File: config.mk
export PLATFORM = sky130hd
export DESIGN_NAME = snake_game_ctrl
export DESIGN_NICKNAME = d
export VERILOG_FILES = /design/src/rtl/snake_game_pkg.sv /design/src/rtl/snake_game_ctrl_vsync_edge_sync.sv /design/src/rtl/snake_game_ctrl.sv
export SDC_FILE = /design/constraint.sdc
export NUM_CORES = 1
export LEC_CHECK = 0
export ABC_CLOCK_PERIOD_IN_PS = 9200
export CAP_MARGIN = 40
export CORE_ASPECT_RATIO = 1.5
export CORE_MARGIN = 3
export CORE_UTILIZATION = 30
export CTS_CLUSTER_SIZE = 8
export DETAILED_ROUTE_END_ITERATION = 7
export GPL_TIMING_DRIVEN = 1
export SLEW_MARGIN = 15
export SYNTH_ARGS = -nofsm -noshare
export SYNTH_HDL_FRONTEND = slang
export SYNTH_SLANG_ARGS = --single-unit
File: constraint.sdc
create_clock -name Clk -period 9.2 [get_ports Clk]
set_clock_uncertainty 0.15 [all_clocks]
set_input_delay 0.92 -clock Clk [delete_from_list [all_inputs] [get_ports Clk]]
set_output_delay 0.92 -clock Clk [all_outputs]
set_load 0.05 [all_outputs]
File: src/rtl/snake_game_pkg.sv
`default_nettype none
// ============================================================================
//  Module      : snake_game_pkg
//  Description : Shared types and constants for the snake game-flow
//                controller: state encoding, winner codes, USB keycodes
//                and small arithmetic helpers.
//  Revision    : 1.0 - initial release
// ============================================================================
package snake_game_pkg;

    // Game-flow states; the encoding is visible on the state output.
    typedef enum logic [2:0] {
        ST_IDLE  = 3'd0,
        ST_COUNT = 3'd1,
        ST_PLAY  = 3'd2,
        ST_PAUSE = 3'd3,
        ST_OVER  = 3'd4
    } state_t;

    // Winner encoding shown on the winner output.
    localparam logic [1:0] WIN_NONE = 2'b00;
    localparam logic [1:0] WIN_P1   = 2'b01;
    localparam logic [1:0] WIN_P2   = 2'b10;
    localparam logic [1:0] WIN_DRAW = 2'b11;

    // USB HID usage codes for the control keys.
    localparam logic [7:0] KEY_ENTER = 8'h28;
    localparam logic [7:0] KEY_P     = 8'h13;

    // Scores drive a single HEX digit, so they stop at 9.
    localparam logic [3:0] SCORE_MAX = 4'd9;

    // Saturating score increment.
    function automatic logic [3:0] score_inc(input logic [3:0] s);
        return (s >= SCORE_MAX) ? s : s + 4'd1;
    endfunction

    // Absolute distance between two unsigned 10-bit coordinates, done in
    // 11-bit signed so the difference cannot wrap.
    function automatic logic [10:0] abs_diff(input logic [9:0] a, input logic [9:0] b);
        logic signed [10:0] d;
        d = $signed({1'b0, a}) - $signed({1'b0, b});
        return d[10] ? $unsigned(-d) : $unsigned(d);
    endfunction

endpackage
`default_nettype wire

File: src/rtl/snake_game_ctrl_vsync_edge_sync.sv
`default_nettype none
// ============================================================================
//  Module      : vsync_edge_sync
//  Description : Brings the asynchronous VGA vertical sync into the Clk
//                domain through two flops and emits a registered one-cycle
//                frame_tick on each falling edge of the synchronized signal.
//                frame_tick appears 3 Clk after vs falls at the pin.
//  Revision    : 1.0 - initial release
// ============================================================================
module vsync_edge_sync (
    input  logic Clk,
    input  logic Reset,
    input  logic vs,
    output logic frame_tick
);

    logic r_meta;
    logic r_sync;
    logic r_sync_d;
    logic r_tick;

    // Synchronizer chain plus falling-edge register; vs idles high, so the
    // chain resets high to avoid a spurious tick after reset.
    always_ff @(posedge Clk) begin
        if (Reset) begin
            r_meta   <= 1'b1;
            r_sync   <= 1'b1;
            r_sync_d <= 1'b1;
            r_tick   <= 1'b0;
        end else begin
            r_meta   <= vs;
            r_sync   <= r_meta;
            r_sync_d <= r_sync;
            r_tick   <= r_sync_d & ~r_sync;
        end
    end

    assign frame_tick = r_tick;

endmodule
`default_nettype wire

File: src/rtl/snake_game_ctrl.sv
`default_nettype none
// ============================================================================
//  Module      : snake_game_ctrl
//  Description : Game-flow controller for the two-player snake design.
//                Converts vertical sync into frame ticks, gates snake
//                movement into step pulses, sequences rounds from USB
//                keycodes, judges collisions and keeps per-player scores.
//  Revision    : 1.0 - initial release
// ============================================================================
module snake_game_ctrl
    import snake_game_pkg::*;
#(
    parameter int STEP_FRAMES  = 4,
    parameter int COUNT_FRAMES = 60,
    parameter int X_MAX        = 639,
    parameter int Y_MAX        = 479,
    parameter int HIT_DIST     = 8
) (
    input  logic        Clk,
    input  logic        Reset,
    input  logic        vs,
    input  logic [15:0] keycode,
    input  logic [9:0]  p1_x,
    input  logic [9:0]  p1_y,
    input  logic [9:0]  p2_x,
    input  logic [9:0]  p2_y,
    output logic        step,
    output logic        snake_rst,
    output logic [2:0]  state,
    output logic [1:0]  winner,
    output logic [1:0]  count_sec,
    output logic [3:0]  score1,
    output logic [3:0]  score2
);

    localparam int c_FW = (STEP_FRAMES  > 1) ? $clog2(STEP_FRAMES)  : 1;
    localparam int c_CW = (COUNT_FRAMES > 1) ? $clog2(COUNT_FRAMES) : 1;
    localparam logic [c_FW-1:0] c_F_LAST = c_FW'(STEP_FRAMES - 1);
    localparam logic [c_CW-1:0] c_C_LAST = c_CW'(COUNT_FRAMES - 1);
    localparam logic [9:0]      c_X_MAX  = 10'(X_MAX);
    localparam logic [9:0]      c_Y_MAX  = 10'(Y_MAX);
    localparam logic [10:0]     c_HIT    = 11'(HIT_DIST);

    logic w_tick;

    vsync_edge_sync u_vsync (
        .Clk        (Clk),
        .Reset      (Reset),
        .vs         (vs),
        .frame_tick (w_tick)
    );

    // ------------------------------------------------------------------
    // Key events
    // ------------------------------------------------------------------
    logic w_enter_held;
    logic w_p_held;
    logic w_enter_rise;
    logic r_enter_held;
    logic r_p_held;
    logic r_ev_enter;
    logic r_ev_p;

    assign w_enter_held = (keycode[15:8] == KEY_ENTER) || (keycode[7:0] == KEY_ENTER);
    assign w_p_held     = (keycode[15:8] == KEY_P)     || (keycode[7:0] == KEY_P);
    assign w_enter_rise = w_enter_held & ~r_enter_held;

    // Registered rising edges of the held keys; ENTER masks a simultaneous P.
    always_ff @(posedge Clk) begin
        if (Reset) begin
            r_enter_held <= 1'b0;
            r_p_held     <= 1'b0;
            r_ev_enter   <= 1'b0;
            r_ev_p       <= 1'b0;
        end else begin
            r_enter_held <= w_enter_held;
            r_p_held     <= w_p_held;
            r_ev_enter   <= w_enter_rise;
            r_ev_p       <= w_p_held & ~r_p_held & ~w_enter_rise;
        end
    end

    // ------------------------------------------------------------------
    // Collision judgement
    // ------------------------------------------------------------------
    logic       w_out1;
    logic       w_out2;
    logic       w_head;
    logic       w_hit;
    logic [1:0] w_result;

    // Classify the current head positions into a round result.
    always_comb begin
        w_out1   = (p1_x > c_X_MAX) || (p1_y > c_Y_MAX);
        w_out2   = (p2_x > c_X_MAX) || (p2_y > c_Y_MAX);
        w_head   = (abs_diff(p1_x, p2_x) < c_HIT) && (abs_diff(p1_y, p2_y) < c_HIT);
        w_hit    = w_head || w_out1 || w_out2;
        w_result = WIN_NONE;
        if (w_head || (w_out1 && w_out2)) begin
            w_result = WIN_DRAW;
        end else if (w_out1) begin
            w_result = WIN_P2;
        end else if (w_out2) begin
            w_result = WIN_P1;
        end
    end

    // ------------------------------------------------------------------
    // Game-flow FSM
    // ------------------------------------------------------------------
    state_t          r_state;
    state_t          w_next;
    logic [c_FW-1:0] r_fcnt;
    logic [c_CW-1:0] r_ccnt;
    logic [1:0]      r_count_sec;
    logic [1:0]      r_winner;
    logic [3:0]      r_score1;
    logic [3:0]      r_score2;
    logic            r_step;
    logic            r_snake_rst;

    // Next-state selection; a collision outranks a pause request.
    always_comb begin
        w_next = r_state;
        case (r_state)
            ST_IDLE: begin
                if (r_ev_enter) w_next = ST_COUNT;
            end
            ST_COUNT: begin
                if (w_tick && (r_ccnt == c_C_LAST) && (r_count_sec == 2'd1)) w_next = ST_PLAY;
            end
            ST_PLAY: begin
                if (w_tick && w_hit) w_next = ST_OVER;
                else if (r_ev_p)     w_next = ST_PAUSE;
            end
            ST_PAUSE: begin
                if (r_ev_enter)  w_next = ST_IDLE;
                else if (r_ev_p) w_next = ST_PLAY;
            end
            ST_OVER: begin
                if (r_ev_enter) w_next = ST_COUNT;
            end
            default: w_next = ST_IDLE;
        endcase
    end

    // State register.
    always_ff @(posedge Clk) begin
        if (Reset) begin
            r_state <= ST_IDLE;
        end else begin
            r_state <= w_next;
        end
    end

    // Counters, scores and registered outputs, updated alongside the state.
    always_ff @(posedge Clk) begin
        if (Reset) begin
            r_fcnt      <= '0;
            r_ccnt      <= '0;
            r_count_sec <= 2'd0;
            r_winner    <= WIN_NONE;
            r_score1    <= 4'd0;
            r_score2    <= 4'd0;
            r_step      <= 1'b0;
            r_snake_rst <= 1'b1;
        end else begin
            r_step      <= 1'b0;
            r_snake_rst <= (w_next == ST_IDLE) || (w_next == ST_COUNT);
            case (r_state)
                ST_IDLE, ST_OVER: begin
                    // A new round starts its countdown with no winner shown.
                    if (w_next == ST_COUNT) begin
                        r_count_sec <= 2'd3;
                        r_ccnt      <= '0;
                        r_winner    <= WIN_NONE;
                    end
                end
                ST_COUNT: begin
                    if (w_tick) begin
                        if (r_ccnt == c_C_LAST) begin
                            r_ccnt      <= '0;
                            r_count_sec <= r_count_sec - 2'd1;
                            // Leaving for PLAY: first step is a full period away.
                            r_fcnt      <= '0;
                        end else begin
                            r_ccnt <= r_ccnt + 1'b1;
                        end
                    end
                end
                ST_PLAY: begin
                    if (w_tick) begin
                        if (w_hit) begin
                            r_winner <= w_result;
                            if (w_result == WIN_P1) r_score1 <= score_inc(r_score1);
                            if (w_result == WIN_P2) r_score2 <= score_inc(r_score2);
                        end else if (r_fcnt == c_F_LAST) begin
                            r_fcnt <= '0;
                            r_step <= 1'b1;
                        end else begin
                            r_fcnt <= r_fcnt + 1'b1;
                        end
                    end
                end
                default: begin
                    // PAUSE holds the frame count so PLAY resumes mid-period.
                end
            endcase
        end
    end

    assign step      = r_step;
    assign snake_rst = r_snake_rst;
    assign state     = r_state;
    assign winner    = r_winner;
    assign count_sec = r_count_sec;
    assign score1    = r_score1;
    assign score2    = r_score2;

endmodule
`default_nettype wire

* After elaboration in Yosys (flattened, before gate mapping)
Index checks and enable logic that the tools add are counted.
** Word-level totals
- Output and inout bits :: 17
- Bits in registers :: 33
- Bits of input ports :: 59
** Operators by class
- Magnitude comparators :: 8
- Bitwise gates (word level) :: 12
- Reduce and logical (&&, ||, !) cells :: 26
- $add $sub $neg :: 9
- Equal/unequal tests :: 20
- Mux-type cells :: 31
** Operators with widths (count)
- $mux 2 :: 13
- $lt 11x4->1 const B :: 2
- $mux 11 :: 2
- $neg 11->11 :: 2
- $sub 10x10->11 :: 2
- $gt 10x10->1 const B :: 2
- $gt 10x9->1 const B :: 2
- $mux 3 :: 6
- $mux 6 :: 3
- $eq 8x5->1 const B :: 2
- $eq 8x6->1 const B :: 2
- $reduce_and 5->1 :: 3
- $pmux 2 s2 :: 3
- $pmux 3 s4 :: 1
- $pmux 6 s2 :: 1
- $add 4x1->4 const B :: 2
- $ge 4x4->1 const B :: 2
- $logic_or 1x1->1 :: 8
- $not 1->1 :: 8
- $reduce_and 4->1 :: 2
- $add 6x1->6 const B :: 1
- $eq 3x1->1 const B :: 2
- $eq 3x2->1 const B :: 2
- $eq 6x6->1 const B :: 1
- 15 further kinds :: 32

* Longest topological paths before layout
- Word-level depth :: 13
- Mapped depth :: 14
- Depth with buffers taken out :: 13

* Modules after synthesis
Synthesis repeated with hierarchy kept, for this count alone.
** Second synthesis, totals
- Cell total of the unflattened synthesis :: 377
- Area, all modules :: 2912.8 sq um
** By module, submodules not included
- snake_game_ctrl :: times used 1, area an instance 2806.4 sq um, cells an instance 369
- vsync_edge_sync :: times used 1, area an instance 106.4 sq um, cells an instance 8

* Worst setup path before layout
No wires, ideal clock.
- Kind :: input to register
- Start :: input port p1_y[0]
- End :: register r_score2[3] (netlist: score2[3])
- Required time :: 8933 ps
- Slack :: 5203 ps
- Stages on the path :: 14
- Arrival :: 3730 ps
- Buffers on the path :: 1
- Path through :: inv_1 > ha_1 > inv_1 > fa_1 > a21o_1 > a221oi_2 > inv_1 > a31oi_1 > o21ai_1 > or4_4 > a2111oi_4 > buf_6 > nor2_1 > a32o_1
** Between the ends
- Word-level cells in the longest chain between the ends :: 9
** RTL lines
- from (decl) :: line snake_game_ctrl.sv:24 : input logic [9:0] p1_y,
- $sub 10x10->11 :: line snake_game_pkg.sv:42 : d = $signed({1'b0, a}) - $signed({1'b0, b});
- $neg 11->11 :: line snake_game_pkg.sv:43 : return d[10] ? $unsigned(-d) : $unsigned(d);
- $mux 11 :: line snake_game_pkg.sv:43
- $lt 11x4->1 :: line snake_game_ctrl.sv:96 : w_head = (abs_diff(p1_x, p2_x) < c_HIT) && (abs_diff(p1_y, p2_y) < c_HIT);
- $logic_and 1x1->1 :: line snake_game_ctrl.sv:96
- $logic_or 1x1->1 :: line snake_game_ctrl.sv:99 : if (w_head || (w_out1 && w_out2)) begin
- $mux 2 :: line snake_game_ctrl.sv:99
- $eq 2x2->1 :: line snake_game_ctrl.sv:196 : if (w_result == WIN_P2) r_score2 <= score_inc(r_score2);
- $reduce_and 5->1 (no source line) *
- to (signal assigned) :: line snake_game_ctrl.sv:196
- to (decl) :: line snake_game_ctrl.sv:118 : logic [3:0] r_score2;
Every way passes the cells marked *; elsewhere a longest branch is shown, timed or not.
A chain may end at the register's enable or synchronous reset.

* Worst setup path in the final report
- Start :: input port p2_y[0]
- End :: register r_fcnt[0]
** Between the ends
- Word-level cells in the longest chain between the ends :: 9
** RTL lines
- from (decl) :: line snake_game_ctrl.sv:26 : input logic [9:0] p2_y,
- $sub 10x10->11 :: line snake_game_pkg.sv:42
- $neg 11->11 :: line snake_game_pkg.sv:43
- $mux 11 :: line snake_game_pkg.sv:43
- $lt 11x4->1 :: line snake_game_ctrl.sv:96
- $logic_and 1x1->1 :: line snake_game_ctrl.sv:96
- $logic_or 1x1->1 :: line snake_game_ctrl.sv:97 : w_hit = w_head || w_out1 || w_out2;
- $logic_or 1x1->1 * :: line snake_game_ctrl.sv:97
- $ne 2x2->1 (no source line) *
- $reduce_and 5->1 (no source line) *
- to (signal assigned) :: line snake_game_ctrl.sv:201 : r_fcnt <= r_fcnt + 1'b1;
- to (decl) :: line snake_game_ctrl.sv:113 : logic [c_FW-1:0] r_fcnt;
Marked as above.

==> metrics.md <==
| Metric | Value |
|---|---|
| # nets final | `553` |
| Met1 WL | `2910 um` |
| Port bufs | `75` |
| Clk_lat worst skew | `0.27 ns` |
| Die H | `127 um` |
| Most frequent cells in the layout | `clkdlybuf4s50_1, inv_1, nor2_1, dfxtp_1, a21oi_1` |
| Root Buffer | `clkbuf_16` |
| Syn Area/Cell | `7.53 um^2` |
| CTS H-Tree Depth | `2` |
| Most used DFF post-synth | `dfxtp_1` |
| Slew HR | `42.2%` |
| Max Root-Sink Buffers | `2` |
| Post-cts gate resize count | `0` |
| Placer Congestion | `0.827` |
| # clock sinks | `33` |
| DR pass1 iterations | `4` |
| Clock period minus worst slack | `4.71 ns` |
| CP startpoint kind | `primary input` |
| Largest net degree at the start of global routing | `25` |
| Synth unique cells | `60` |
| Fin crit share | `51.2%` |
| Worst hold path class | `reg -> reg` |
| Most common cell after layout, fill and taps aside | `clkdlybuf4s50_1` |
| Largest area contributor in the netlist | `dfxtp_1` |
| Pwr per Cell Area | `112 nW/um^2` |
| Initial Util | `31.3%` |
| Max-cap violations | `0` |
| Met3 WL | `266 um` |
| Power Total | `0.000440 W` |
| Synth Instances | `392` |
| Worst-Margin Slew | `0.867 ns` |
| DR WL/cell | `12.7 um` |
| Net Count, Synth | `482` |
| Share of Yosys cell area claimed by the top area cell type | `22.4%` |
| Slew Viols, Final | `0` |
| Worst-path clk slew | `0.05 ns` |
| I/O pin cnt | `76` |
| Number of synthesized flops with an enable pin | `0` |
| CTS tree | `built` |
| Vias per cell | `5.18` |
| Drt first-iter violations | `108` |
| Cts-stage hold buffer count | `0` |
| Synth warn | `0` |
| Status | `finished clean` |
| Met2 WL | `4090 um` |
| RSZ-0062 raised after global routing | `false` |
| Maximum fanout along the worst path | `18` |
| DRC errors left | `0` |
| WHS | `0.233 ns` |
| First-pass GRT wire length | `12200 um` |
| Top cells by area, synth | `dfxtp_1, ha_1, a21oi_1` |
| Area delta synth->final | `33.4%` |
| IR drop worst, VDD | `0.112 mV` |
| Crit path arrival time | `4.72 ns` |
| Req. time, crit path | `9.21 ns` |
| Vias in the first global route | `2858` |
| Via count | `2986` |
| Detail Route Antenna Nets | `0` |
| Final setup viols | `0` |
| Final wirelength | `7330 um` |
| # Post-CTS Setup Buffers | `0` |
| Hpwl dp | `6180 um` |
| GRT Residual Overflow | `0` |
| Rows | `43` |
| Non-Filler Instances | `576` |
| Die width | `87.0 um` |
| Static leakage | `1.62 nW` |
| Hold Vio Cnt, Final | `0` |
| Crit. End Element | `flop` |
| Synth async-reset ratio | `0%` |
| Register area share after synthesis | `22.4%` |
| N_diodes | `0` |
| GRT Util Overall | `13.2%` |
| DR top layer | `met4` |
| Antenna violations before repair | `0` |
| Layout cells sized above 1 | `5.17%` |
| Critical path class | `in -> reg` |
| CTS Buf Count | `5` |
| Setup tns final | `0 ns` |
| DP Cell Count | `568` |
| Core footprint | `9420 um^2` |
| Post-Syn Area | `2950 um^2` |
| Die area | `11100 um^2` |
| Max Freq | `212 MHz` |
| Yosys reg bits | `33` |
kinds of logic after synthesis:
kind of cell	Yosys count	share of synthesized area, %
xor+xnor	16	4.75
flops	33	22.4
simple gates	153	27.1
buf+inv	50	6.74
compound gates	103	23.2
mux	6	2.12
fa+ha+maj	31	13.7
layout make-up:
class | instances | area (um^2)
Fill cell | 970 | 5480
Timing Repair Buffer | 76 | 758
Tap cell | 112 | 140
Clock inverter | 3 | 17.5
Clock buffer | 5 | 125
Multi-Input combinational cell | 309 | 2090
Inverter | 38 | 143
Sequential cell | 33 | 661
worst max-delay path: stages:
cell and delay (ns):
clkdlybuf4s50_1 0.46, ha_1 0.17, inv_1 0.06, fa_1 0.41, a21o_1 0.20, a221oi_2 0.34, inv_1 0.07, a31oi_1 0.18
o21ai_1 0.08, or4_4 0.53, a2111oi_4 0.78, nor2_1 0.16, mux2_1 0.34
report_power, final:
group	leakage (nW)	switching [W]	total (W)	internal (W)
combinational	1.28	0.0000671	0.000133	0.0000662
clock	0.0696	0.0000620	0.000161	0.0000991
sequential	0.267	0.00000163	0.000146	0.000144
total	1.62	0.000131	0.000440	0.000310
Yosys cell counts (2+ instances only):
cell	number
inv_1	38
dfxtp_1	33
nor2_1	33
a21oi_1	31
ha_1	29
nand2_1	27
o21ai_0	20
nand3_1	17
and3_1	9
nor3_1	9
xnor2_1	9
nand2b_1	8
nor4_1	8
or2_2	8
clkbuf_1	7
nor2b_1	7
xor2_1	7
a31oi_1	6
or3_1	6
a21o_1	5
nand4_1	5
o21a_1	5
o31ai_1	5
mux2i_1	4
a211oi_1	3
and2_1	3
buf_2	3
nand3b_1	3
nor3b_1	3
o211a_1	3
o21ai_1	3
a21boi_0	2
a22o_1	2
and3b_1	2
fa_1	2
o22ai_1	2
or4_1	2
per-layer routing:
layer  track usage (%)  vias to the layer above
li1                  -                     1540
met3              1.42                        6
met2              26.4                       57
met4              3.03                        0
met5                 0                        -
met1              14.3                     1383
final timing paths:
kind / from / endpoint / slack, ns / cells after the start
min reg2reg: r_p_held / r_ev_p / 0.23 / 1
max reg2reg: state[1] / score2[2] / 6.93 / 7
min: r_p_held / r_ev_p / 0.23 / 1
max: p2_y[0] / r_fcnt[0] / 4.49 / 13
through the flow:
stage	utilization [%]	area (um^2)	setup WS [ns]
4_1_cts	41.8	3940	4.46
5_1_grt	41.8	3940	4.26
3_3_place_gp	40.3	3790	4.32
3_5_place_dp	40.3	3790	4.19
6_report	41.8	3940	4.49
2_1_floorplan	-	2950	5.20
sequential cells by signal, indices dropped and copies added, names as in the netlist, 2 cells and up:
signal,count
r_ccnt,6
score1,4
score2,4
state,3
count_sec,2
r_fcnt,2
winner,2
(Power assumes the default switching activity.)
